--- config.mk ---
export PLATFORM = sky130hd
export DESIGN_NAME = scrambler
export DESIGN_NICKNAME = d
export VERILOG_FILES = /design/src/rtl/scrambler_pkg.sv /design/src/rtl/scrambler_step.sv /design/src/rtl/scrambler.sv
export SDC_FILE = /design/constraint.sdc
export NUM_CORES = 1
export LEC_CHECK = 0
export ABC_AREA = 1
export BUFFER_PORTS_ARGS = -buffer_cell sky130_fd_sc_hd__buf_2
export CELL_PAD_IN_SITES_DETAIL_PLACEMENT = 0
export CELL_PAD_IN_SITES_GLOBAL_PLACEMENT = 1
export CORE_ASPECT_RATIO = 1.25
export CORE_UTILIZATION = 40
export DETAILED_ROUTE_END_ITERATION = 16
export PLACE_DENSITY_LB_ADDON = 0.1
export SYNTH_ARGS = -nofsm -noshare
export SYNTH_HDL_FRONTEND = slang
export SYNTH_SLANG_ARGS = --single-unit
export TNS_END_PERCENT = 30
--- constraint.sdc ---
create_clock -name clk_390p625M -period 2.2 [get_ports clk_390p625M]
set_input_delay 0.33 -clock clk_390p625M [delete_from_list [all_inputs] [get_ports clk_390p625M]]
set_output_delay 0.33 -clock clk_390p625M [all_outputs]
set_load 0.01 [all_outputs]
--- src/rtl/scrambler_pkg.sv ---
// Shared constants and types for the x^58 + x^39 + 1 TX scrambler.
package scrambler_pkg;

  localparam int POLY_WIDTH = 58;
  localparam int TAP_HI     = 57;
  localparam int TAP_LO     = 38;

  typedef logic [POLY_WIDTH-1:0] lfsr_t;

  localparam lfsr_t SEED_RESET = '1;

endpackage

--- src/rtl/scrambler_step.sv ---
// Combinational one-word step of the self-synchronous scrambler.
// Bit DATA_WIDTH-1 is first on the line and enters the LFSR first.
module scrambler_step
  import scrambler_pkg::*;
#(
  parameter int DATA_WIDTH = 62
) (
  input  logic [DATA_WIDTH-1:0] data_in,
  input  logic [POLY_WIDTH-1:0] state_in,
  output logic [DATA_WIDTH-1:0] data_out,
  output logic [POLY_WIDTH-1:0] state_out
);

  lfsr_t st;
  logic  s;

  // Each scrambled bit is fed back, so the register tracks the line stream.
  always_comb begin
    st       = state_in;
    s        = 1'b0;
    data_out = '0;
    for (int k = 0; k < DATA_WIDTH; k++) begin
      s                       = data_in[DATA_WIDTH-1-k] ^ st[TAP_LO] ^ st[TAP_HI];
      data_out[DATA_WIDTH-1-k] = s;
      st                      = {st[POLY_WIDTH-2:0], s};
    end
    state_out = st;
  end

endmodule

--- src/rtl/scrambler.sv ---
// TX scrambler with valid/ready handshake, bypass and runtime reseed.
// Optional beat counter enabled by defining SCRAMBLER_BEAT_CNT_EN.
module scrambler
  import scrambler_pkg::*;
#(
  parameter int DATA_WIDTH = 62
) (
  input  logic                  clk_390p625M,
  input  logic                  rst,
  input  logic [DATA_WIDTH-1:0] data_in,
  input  logic                  data_in_valid,
  output logic                  data_in_ready,
  input  logic                  scrambler_en,
  input  logic                  seed_load,
  input  logic [POLY_WIDTH-1:0] seed_value,
  output logic [DATA_WIDTH-1:0] scrambled_data_out,
  output logic                  scrambled_data_out_valid,
  input  logic                  scrambled_data_out_ready
`ifdef SCRAMBLER_BEAT_CNT_EN
  ,
  output logic [31:0]           beat_cnt
`endif
);

  lfsr_t                 lfsr;
  lfsr_t                 lfsr_next;
  logic [DATA_WIDTH-1:0] scrambled;
  logic                  accept;

  scrambler_step #(
    .DATA_WIDTH(DATA_WIDTH)
  ) u_step (
    .data_in  (data_in),
    .state_in (lfsr),
    .data_out (scrambled),
    .state_out(lfsr_next)
  );

  // Held low during reset so nothing is accepted into a register being cleared.
  assign data_in_ready = !rst && (!scrambled_data_out_valid || scrambled_data_out_ready);
  assign accept        = data_in_valid && data_in_ready;

  always_ff @(posedge clk_390p625M) begin
    if (rst) begin
      scrambled_data_out       <= '0;
      scrambled_data_out_valid <= 1'b0;
    end else if (accept) begin
      scrambled_data_out       <= scrambler_en ? scrambled : data_in;
      scrambled_data_out_valid <= 1'b1;
    end else if (scrambled_data_out_ready) begin
      scrambled_data_out_valid <= 1'b0;
    end
  end

  // A reseed wins over the step, but the beat in that cycle already used the old state.
  always_ff @(posedge clk_390p625M) begin
    if (rst) begin
      lfsr <= SEED_RESET;
    end else if (seed_load) begin
      lfsr <= seed_value;
    end else if (accept && scrambler_en) begin
      lfsr <= lfsr_next;
    end
  end

`ifdef SCRAMBLER_BEAT_CNT_EN
  always_ff @(posedge clk_390p625M) begin
    if (rst || seed_load) begin
      beat_cnt <= '0;
    end else if (accept && scrambler_en && (beat_cnt != 32'hFFFF_FFFF)) begin
      beat_cnt <= beat_cnt + 32'd1;
    end
  end
`endif

endmodule

==> results of run 1 <==
final cells by class:
class	count	area [um^2]	share of cell area (%)
Clock inverter	13	175	2.14
Inverter	46	173	2.11
Sequential cell	121	2420	29.6
Multi-Input combinational cell	662	3570	43.6
Timing Repair Buffer	202	1120	13.7
Clock buffer	19	453	5.54
Tap cell	212	265	3.24
worst min path at each step:
| stage | start | to | cells after the start |
|---|---|---|---|
| finish | seed_value[4] | lfsr[4] | 3 |
| global route | seed_value[5] | lfsr[5] | 3 |
| CTS | seed_value[4] | lfsr[4] | 3 |
| detailed placement | scrambled_data_out[58] | scrambled_data_out[58] | 2 |
| global placement | scrambled_data_out[31] | scrambled_data_out[31] | 2 |
| floorplan | data_in_valid | scrambled_data_out_valid | 2 |
placed cells by master, fill, tap and decap left out, types with 8 or more instances in the layout:
master	count
a22oi_1	25
nor2_1	17
nand3_1	93
inv_1	43
dfxtp_1	121
buf_2	188
buf_4	8
a31oi_1	29
clkbuf_16	17
nand2_1	265
a21oi_1	91
o211ai_1	31
xor2_1	19
xnor2_1	77
per-stage QoR:
| step | power (W) | instance area (um^2) | setup slack, ps |
|---|---|---|---|
| detailed placement | 0.00379 | 7550 | 251 |
| global placement | 0.00379 | 7550 | 320 |
| finish | 0.00673 | 8180 | 331 |
| floorplan | 0.00335 | 6380 | 881 |
| global route | 0.00703 | 8180 | 141 |
| CTS | 0.00678 | 8180 | 330 |
worst register-to-register path, cell delays in order (launching register included):
cell and delay, ps:
dfxtp_1 330, inv_1 70, nor2_4 140, nor2_8 60, nand3_4 130, nand2_2 80, inv_2 670, nand2_1 180
o211ai_1 140
sequential cells by signal, summed over array words and instances, names as in the netlist:
signal	count
scrambled_data_out_valid	1
scrambled_data_out	62
lfsr	58
routing by layer:
metal  part of all wire [%]  vias to the layer above  global-route usage (%)
li1                       -                     3285                       -
met1                     45                     3024                    33.4
met2                     48                      192                    44.4
met3                    4.5                       30                    3.99
met4                    1.7                        2                    9.02
met5                  0.062                        -                       0
logic make-up (layout without fill, tap and decap cells):
kind of cell,Yosys count,after routing
buffers and inverters,93,280
xor gates and xnor gates,96,96
AOI/OAI and AO/OA,176,176
DFF,121,121
and+or+nand+nor,390,390
where the power goes:
| part | internal, W | switching (W) | leakage, nW |
|---|---|---|---|
| logic | 0.000535 | 0.000703 | 2.34 |
| clock network | 0.00194 | 0.00104 | 0.301 |
| registers | 0.00236 | 0.000155 | 0.999 |
| total | 0.00483 | 0.00190 | 3.64 |
==> reports/results.ini, run 1 <==
[worst_setup_path]
cpLargestDelayFamily=buffers and inverters
r2r_start=scrambled_data_out_valid
arrival_ps=2210
reg2reg_depth=8
worst-path-max-fanout=51
crit_path_end_kind=flip-flop
cp.required_ps=2540
ff2ff_setup_slack_ps=330
crit_path_start_kind=flip-flop
slowest_stage=inv_2
path_depth=8
rr_endpoint=lfsr[32]
critical_path_buf_inv_count=2
startpoint=scrambled_data_out_valid
path_cells=inv_1 > nor2_4 > nor2_8 > nand3_4 > nand2_2 > inv_2 > nand2_1 > o211ai_1
path_class=reg -> reg
crit_end=lfsr[32]
slowest_delay_ps=670

[die]
dieWidth_um=115
initial_core_util_pct=41.0
fp.dieH_um=143
die_area_um2=16500
num_rows=51
pin_count=190
core_area_um2=15600

[timing]
fin_crit_sh_pct=85.0
finalHoldViolCount=0
rsz0062_at_grt=false
slew_violations=0
finalSetupViolCount=0
fin_skew_ps=7.23
hold_ws_ps=138
final.setup.tns_ps=0
slew-limit-headroom_pct=37.1
period_needed_ps=1870
clock.fmax_mhz=535
tightest_slew_ps=943

[yosys]
syn_inst=876
synth_seq_area_share_pct=38.0
syn_nets=1002
synth_common_cells=nand2_1 (265), dfxtp_1 (121), nand3_1 (93)
async_flop_share_pct=0
synth_top_area_share_pct=38.0
ys_top_cells_by_area=dfxtp_1 (38%), nand2_1 (16%), xnor2_1 (11%), nand3_1 (7.3%), a21oi_1 (7.1%)
synthDistinctLibCells=24
syn_avg_cell_area_um2=7.28
yosysTopAreaCell=dfxtp_1
synth_edf_count=0
ys_warn_count=0
synth_seq_cells=121
synth-simple-area-share_pct=26.2
synth_flop_cell=dfxtp_1
synth_fa_ha_area_share_pct=0
synthesis.area_um2=6380
synth_top_family_by_area=simple AND/OR/NAND/NOR gates
synthMostInstantiatedCell=nand2_1
synthXorXnorAreaFrac_pct=13.2
synth.area.mux_share_pct=0
synth_compound_area_share_pct=16.6

[place]
routabilityCongestion=0.806
dp_cells=1243
post-dp-hpwl_mm=15.0
io_buffers=189

[final_layout]
n_fill_cell=1639
drive_gt1_share_pct=23.2
nNetsFinal=1176
antenna_cells=0
final_cells=1275
final_core_util_pct=52.5
area_delta_synth_final_pct=28.2

[clock_network]
clkSlewWorstSetupHoldPaths_ps=60
cts_buffer_depth=2
cts_htree_levels=4
post_cts_hold_buffer_count=0
cts_setup_buffers=0
clk_latency_ps=420
cts_sinks=121
cts_made_buffers=17
cts_tree=done
post_cts_resized=0
cts_root_buffer=clkbuf_16

[global_routing]
grt_use_total_pct=26.1
first_global_vias=6058
grt_pass1_wl_mm=32.3
antenna_found_initial=1
grt_overflow_total=0
grt_max_degree=119

[drt]
drc=0
detail_route.first_pass.iterations=5
drt_wl_total_mm=20.9
postRouteAntennaNets=0
routed_wire_length_per_instance_um=16.4
drt-initial-drc-count=289
num_vias=6533
vias_per_cell=5.12

[pwr]
p_per_area_nw_per_um2=824
ir_worst_vdd_mv=0.475
power_leakage_nw=3.64

[min_path]
hold_path_class=in -> reg

[run_status]
status=finished, final reports clean

[flow_run]
maxCapViolCount=0

Power figures use the tool's default switching activity.
==> run 2, diff against run 1 <==
--- a/config.mk
+++ b/config.mk
@@ -10,7 +10,7 @@
 export CELL_PAD_IN_SITES_DETAIL_PLACEMENT = 0
 export CELL_PAD_IN_SITES_GLOBAL_PLACEMENT = 1
 export CORE_ASPECT_RATIO = 1.25
-export CORE_UTILIZATION = 40
+export CORE_UTILIZATION = 37
 export DETAILED_ROUTE_END_ITERATION = 16
 export PLACE_DENSITY_LB_ADDON = 0.1
 export SYNTH_ARGS = -nofsm -noshare
==> constraint.sdc (replaced) <==
create_clock -name clk_390p625M -period 1.9 [get_ports clk_390p625M]
set_input_delay 0.285 -clock clk_390p625M [delete_from_list [all_inputs] [get_ports clk_390p625M]]
set_output_delay 0.285 -clock clk_390p625M [all_outputs]
set_load 0.01 [all_outputs]
==> reports/results.ini, run 2 (synthesized netlist as in run 1, its figures left out) <==
[drt]
detail_route.first_pass.iterations=7  ; +2
num_vias=6522  ; -0.17%
drt_wl_total_mm=21.3  ; +1.7%
drt-initial-drc-count=260  ; -10%
vias_per_cell=5.07  ; -1.1%
postRouteAntennaNets=0  ; unchanged
drc=0  ; unchanged
routed_wire_length_per_instance_um=16.5  ; +0.79%

[clock_network]
post_cts_hold_buffer_count=0  ; unchanged
cts_made_buffers=17  ; unchanged
clkSlewWorstSetupHoldPaths_ps=60  ; about the same
cts_setup_buffers=0  ; unchanged
clk_latency_ps=420  ; about the same
cts_buffer_depth=2  ; unchanged
post_cts_resized=0  ; unchanged
cts_tree=done
cts_root_buffer=clkbuf_16
cts_sinks=121  ; unchanged
cts_htree_levels=4  ; unchanged

[die]
core_area_um2=16800  ; +8.2%
num_rows=53  ; +3.9%
pin_count=190  ; unchanged
fp.dieH_um=149  ; +3.9%
die_area_um2=17800  ; +8.0%
initial_core_util_pct=37.9  ; -3.1 points
dieWidth_um=119  ; +3.9%

[global_routing]
grt_pass1_wl_mm=33.4  ; +3.3%
grt_max_degree=119  ; unchanged
first_global_vias=6268  ; +3.5%
antenna_found_initial=2  ; +1
grt_use_total_pct=24.5  ; -1.6 points
grt_overflow_total=0  ; unchanged

[final_layout]
final_cells=1287  ; +0.94%
stdcell_area_um2=8270  ; +1.2%
regMostFlops=scrambled_data_out
nNetsFinal=1180  ; +0.34%
largest_reg_flops=62  ; unchanged
drive_gt1_share_pct=23.5  ; +0.29 points
antenna_cells=0  ; unchanged
area_delta_synth_final_pct=29.8
final_core_util_pct=49.1  ; -3.4 points
final_cell_mix=nand2_1 (265), buf_2 (188), dfxtp_1 (121)
n_fill_cell=1757  ; +7.2%
top_regs=scrambled_data_out x62, lfsr x58, scrambled_data_out_valid x1
layout_commonest_cell=nand2_1

[timing]
slew-limit-headroom_pct=61.1  ; +24 points
clock.fmax_mhz=641  ; +20%
finalSetupViolCount=0  ; unchanged
slew_violations=0  ; unchanged
tightest_slew_ps=583  ; -360 ps
fin_crit_sh_pct=82.1  ; -2.9 points
fin_skew_ps=5.77  ; -1.47 ps
rsz0062_at_grt=false
period_needed_ps=1560  ; -310 ps
finalHoldViolCount=0  ; unchanged
final.setup.tns_ps=0  ; unchanged

[worst_setup_path]
slowest_delay_ps=310  ; -360 ps
worst-path-max-fanout=33  ; -35%
crit_path_start_kind=flip-flop
cp.required_ps=2180  ; -360 ps
crit_path_end_kind=flip-flop
path_cells=inv_1 > nor2_4 > nor2_8 > nand3_4 > nand2_2 > inv_2 > buf_12 > nand2_1 > o211ai_1
cpLargestDelayFamily=simple AND/OR/NAND/NOR gates
critical_path_buf_inv_count=3  ; +1
path_class=reg -> reg
arrival_ps=1840  ; -370 ps
slowest_stage=dfxtp_1

[place]
routabilityCongestion=0.836  ; +3.7%
post-dp-hpwl_mm=15.5  ; +3.2%
dp_cells=1255  ; +0.97%
io_buffers=189  ; unchanged
postPlaceCellArea_um2=7610  ; +0.86%

[pwr]
ir_worst_vdd_mv=0.569  ; +20%
finalPower_w=0.00800  ; +19%
p_per_area_nw_per_um2=966  ; +17%
power_leakage_nw=3.69  ; +1.4%

[flow_run]
maxCapViolCount=0  ; unchanged

[run_status]
status=finished, final reports clean

[min_path]
hold_path_class=in -> reg

## run 2: cell type report
class                   count  area [um^2]  area share (%)
clock buffers              20          467            5.64
inverters                  46          173            2.09
multi-input cells         662         3570            43.1
repair buffers            206         1180            14.2
well taps                 220          275            3.33
flip-flops and latches    121         2420            29.3
clock inverters            12          195            2.36
## run 2: routing by layer
metal | global-route usage, % | part of all wire (%) | vias up
li1 | - | - | 3293
met1 | 31.1 | 45 | 3023
met2 | 41.9 | 49 | 179
met3 | 5.70 | 4.7 | 23
met4 | 6.00 | 1.2 | 4
met5 | 0 | 0.13 | -
## run 2: path summary, 6_finish.rpt
check / startpoint / endpoint / slack (ps) / cells after the start
max reg2reg: scrambled_data_out_valid / lfsr[48] / 340 / 9
min: seed_value[11] / lfsr[11] / 90 / 3
min reg2reg: scrambled_data_out[60] / scrambled_data_out[60] / 480 / 2
max: scrambled_data_out_valid / lfsr[48] / 340 / 9
## run 2: report_power, final
| part | leakage (nW) | internal, W | switching (W) |
|---|---|---|---|
| Combinational | 2.37 | 0.000630 | 0.000817 |
| Sequential | 0.999 | 0.00273 | 0.000177 |
| Clock | 0.326 | 0.00243 | 0.00122 |
| Total | 3.69 | 0.00578 | 0.00221 |
## run 2: worst register-to-register path, stage by stage, from the launching register on
cell and delay, ps:
dfxtp_1 310, inv_1 90, nor2_4 60, nor2_8 110
nand3_4 180, nand2_2 250, inv_2 100, buf_12 180
nand2_1 90, o211ai_1 80
## run 2: through the flow
step	hold slack, ps	setup WS (ps)
2_1_floorplan	406	581
3_3_place_gp	477	365
3_5_place_dp	476	317
4_1_cts	78.1	336
5_1_grt	87.2	212
6_report	93.5	341
==> run 3, diff against run 2 <==
--- a/config.mk
+++ b/config.mk
@@ -5,12 +5,12 @@
 export SDC_FILE = /design/constraint.sdc
 export NUM_CORES = 1
 export LEC_CHECK = 0
-export ABC_AREA = 1
+export ABC_AREA = 0
 export BUFFER_PORTS_ARGS = -buffer_cell sky130_fd_sc_hd__buf_2
 export CELL_PAD_IN_SITES_DETAIL_PLACEMENT = 0
 export CELL_PAD_IN_SITES_GLOBAL_PLACEMENT = 1
 export CORE_ASPECT_RATIO = 1.25
-export CORE_UTILIZATION = 37
+export CORE_UTILIZATION = 39
 export DETAILED_ROUTE_END_ITERATION = 16
 export PLACE_DENSITY_LB_ADDON = 0.1
 export SYNTH_ARGS = -nofsm -noshare
==> constraint.sdc (replaced) <==
create_clock -name clk_390p625M -period 1.57 [get_ports clk_390p625M]
set_input_delay 0.2355 -clock clk_390p625M [delete_from_list [all_inputs] [get_ports clk_390p625M]]
set_output_delay 0.2355 -clock clk_390p625M [all_outputs]
set_load 0.01 [all_outputs]
==> reports/results.ini, run 3 <==
[min_path]
hold_path_class=in -> reg

[run_status]
violations=setup timing
status=finished, violations left

[yosys]
synth_common_cells=dfxtp_1 (121), nor2_1 (109), xnor2_1 (97)
synthesis.area_um2=6800  ; +6.6%
yosysTopAreaCell=dfxtp_1
synthMostInstantiatedCell=dfxtp_1
ys_warn_count=0  ; unchanged
synth_seq_cells=121  ; unchanged
syn_inst=756  ; -14%
ys_top_cells_by_area=dfxtp_1 (36%), xnor2_1 (13%), mux2i_1 (6.3%), nor2_1 (6.0%), a211oi_1 (5.6%)
synth_edf_count=0  ; unchanged
syn_nets=882  ; -12%
synthDistinctLibCells=31  ; +29%
synth_flop_cell=dfxtp_1
synth_top_area_share_pct=35.6  ; -2.3 points
async_flop_share_pct=0  ; unchanged
syn_avg_cell_area_um2=8.99  ; +24%
synth_seq_area_share_pct=35.6  ; -2.3 points

[place]
dp_cells=1162  ; -7.4%
io_buffers=189  ; unchanged
post-dp-hpwl_mm=17.6  ; +14%
dp_slack_ps=-53.9  ; -371 ps
postPlaceCellArea_um2=8310  ; +9.2%
routabilityCongestion=0.846  ; +1.2%

[pwr]
power_leakage_nw=4.01  ; +8.7%
p_per_area_nw_per_um2=1100  ; +13%
ir_worst_vdd_mv=0.674  ; +19%
finalPower_w=0.00991  ; +24%

[final_layout]
top_regs=scrambled_data_out x62, lfsr x58, scrambled_data_out_valid x1
drive_gt1_share_pct=32.0  ; +8.5 points
antenna_cells=0  ; unchanged
final_cell_mix=buf_2 (188), dfxtp_1 (118), nor2_1 (108)
final_cells=1198  ; -6.9%
stdcell_area_um2=9050  ; +9.3%
nNetsFinal=1093  ; -7.4%
regMostFlops=scrambled_data_out
largest_reg_flops=62  ; unchanged
area_delta_synth_final_pct=33.1
layout_commonest_cell=buf_2

[global_routing]
busiest_layer=met2
met2_usage_pct=42.3  ; +0.38 points
grt_overflow_total=0  ; unchanged
grt_max_degree=62  ; -48%
grt_pass1_wl_mm=35.3  ; +5.8%
antenna_found_initial=0  ; -2
grtUsageMet1_pct=35.0  ; +3.9 points
use_met3_pct=5.11  ; -0.59 points
first_global_vias=6210  ; -0.93%
grt_use_total_pct=26.3  ; +1.8 points

[drt]
postRouteAntennaNets=0  ; unchanged
num_vias=6387  ; -2.1%
drt_wl_total_mm=23.9  ; +12%
drt-initial-drc-count=472  ; +82%
routed_wire_length_per_instance_um=19.9  ; +21%
detail_route.first_pass.iterations=5  ; -2
vias_per_cell=5.33  ; +5.2%
drc=0  ; unchanged

[die]
dieWidth_um=120  ; +0.55%
core_area_um2=16900  ; +0.39%
initial_core_util_pct=40.2  ; +2.3 points
fp.dieH_um=150  ; +0.55%
die_area_um2=18000  ; +1.1%
num_rows=53  ; unchanged
pin_count=190  ; unchanged

[worst_setup_path]
arrival_ps=1340  ; -500 ps
cpLargestDelayFamily=flip-flops
slowest_delay_ps=330  ; +20 ps
cp.required_ps=1330  ; -850 ps
path_cells=and2b_2 > buf_6 > nor2_1 > buf_2
slowest_stage=dfxtp_2
critical_path_buf_inv_count=2  ; -1
crit_path_start_kind=flip-flop
worst-path-max-fanout=5  ; -85%
crit_path_end_kind=output port
path_class=reg -> out

[timing]
tightest_slew_ps=446  ; -137 ps
finalSetupViolCount=1  ; +1
finalHoldViolCount=0  ; unchanged
clock.fmax_mhz=633
rsz0062_at_grt=true
slew-limit-headroom_pct=70.3  ; +9.1 points
period_needed_ps=1580
final.setup.tns_ps=-9.27  ; -9.27 ps
fin_skew_ps=9.07  ; +3.30 ps
slew_violations=0  ; unchanged
setup_ws_ps=-9.27  ; -350 ps
fin_crit_sh_pct=101

[clock_network]
clkSlewWorstSetupHoldPaths_ps=60  ; about the same
cts_tree=done
cts_buffer_depth=2  ; unchanged
cts_root_buffer=clkbuf_16
clk_latency_ps=420  ; about the same
cts_htree_levels=4  ; unchanged
cts_made_buffers=17  ; unchanged
cts_sinks=121  ; unchanged

[flow_run]
maxCapViolCount=0  ; unchanged

## run 3: changes by cell type after synthesis, moves of 25 or more
| cell | before | now |
|---|---|---|
| a22oi_1 | 25 | 0 |
| nand2_1 | 265 | 61 |
| inv_1 | 43 | 0 |
| nand3_1 | 93 | 1 |
| o211ai_1 | 31 | 0 |
| a21oi_1 | 91 | 61 |
| a211oi_1 | 0 | 51 |
| mux2i_1 | 0 | 43 |
| nor2_1 | 17 | 109 |
## run 3: kinds of logic after synthesis
family,count (synthesis),share of synthesized area [%]
multiplexers,43,6.33
XOR/XNOR,139,22.5
buffers and inverters,60,3.96
flip-flops,121,35.6
AND/OR/NAND/NOR,218,14.2
AO/OA/AOI/OAI,175,17.3
## run 3: cell type report
| class | instances | area [um^2] |
|---|---|---|
| multi-input combinational | 575 | 4180 |
| fill | 1628 | 7860 |
| timing repair buffer | 251 | 1590 |
| tap | 220 | 275 |
| clock inverter | 9 | 125 |
| sequential | 121 | 2430 |
| inverter | 1 | 3.75 |
| clock buffer | 21 | 450 |
## run 3: what timing repair did
| action | in CTS | in global routing |
|---|---|---|
| buffers inserted | 0 | 3 |
| pin swaps | 0 | 6 |
| cloned | 0 | 3 |
| setup endpoints to repair | 5 | 43 |
| resized for setup | 7 | 10 |
| hold buffers | 0 | 0 |
## run 3: worst min-delay path, stage by stage
cell	delay, ps
buf_2	70
nor2_1	30
a21oi_1	90
## run 3: per-stage QoR
step | hold WS (ps) | util, %
after detailed placement | 482 | 49.2
after global routing | 54.6 | 53.5
after global placement | 475 | 49.2
final | 49.9 | 53.5
after CTS | 43.8 | 52.7
after floorplan | 356 | -
## run 3: metal layers
| metal | vias to the layer above | share of wire [%] | wire [um] |
|---|---|---|---|
| met4 | 0 | 2.4 | 568 |
| li1 | 3051 | - | - |
| met1 | 3023 | 44 | 10400 |
| met2 | 276 | 47 | 11100 |
| met3 | 37 | 7.5 | 1790 |
| met5 | - | 0 | 0 |
## run 3: final timing paths
kind,startpoint,to,slack [ps],cells after the start
worst min register to register,scrambled_data_out[46],scrambled_data_out[46],490,2
worst max-delay path,scrambled_data_out_valid,data_in_ready,-9,4
worst max register to register,scrambled_data_out_valid,lfsr[41],20,6
worst min-delay path,seed_value[3],lfsr[3],50,3
## run 3: where the power goes
part           internal, W  total (W)  switching, W
Combinational      0.00122    0.00250       0.00128
Sequential         0.00331    0.00349      0.000183
Clock              0.00250    0.00392       0.00142
Total              0.00703    0.00991       0.00288
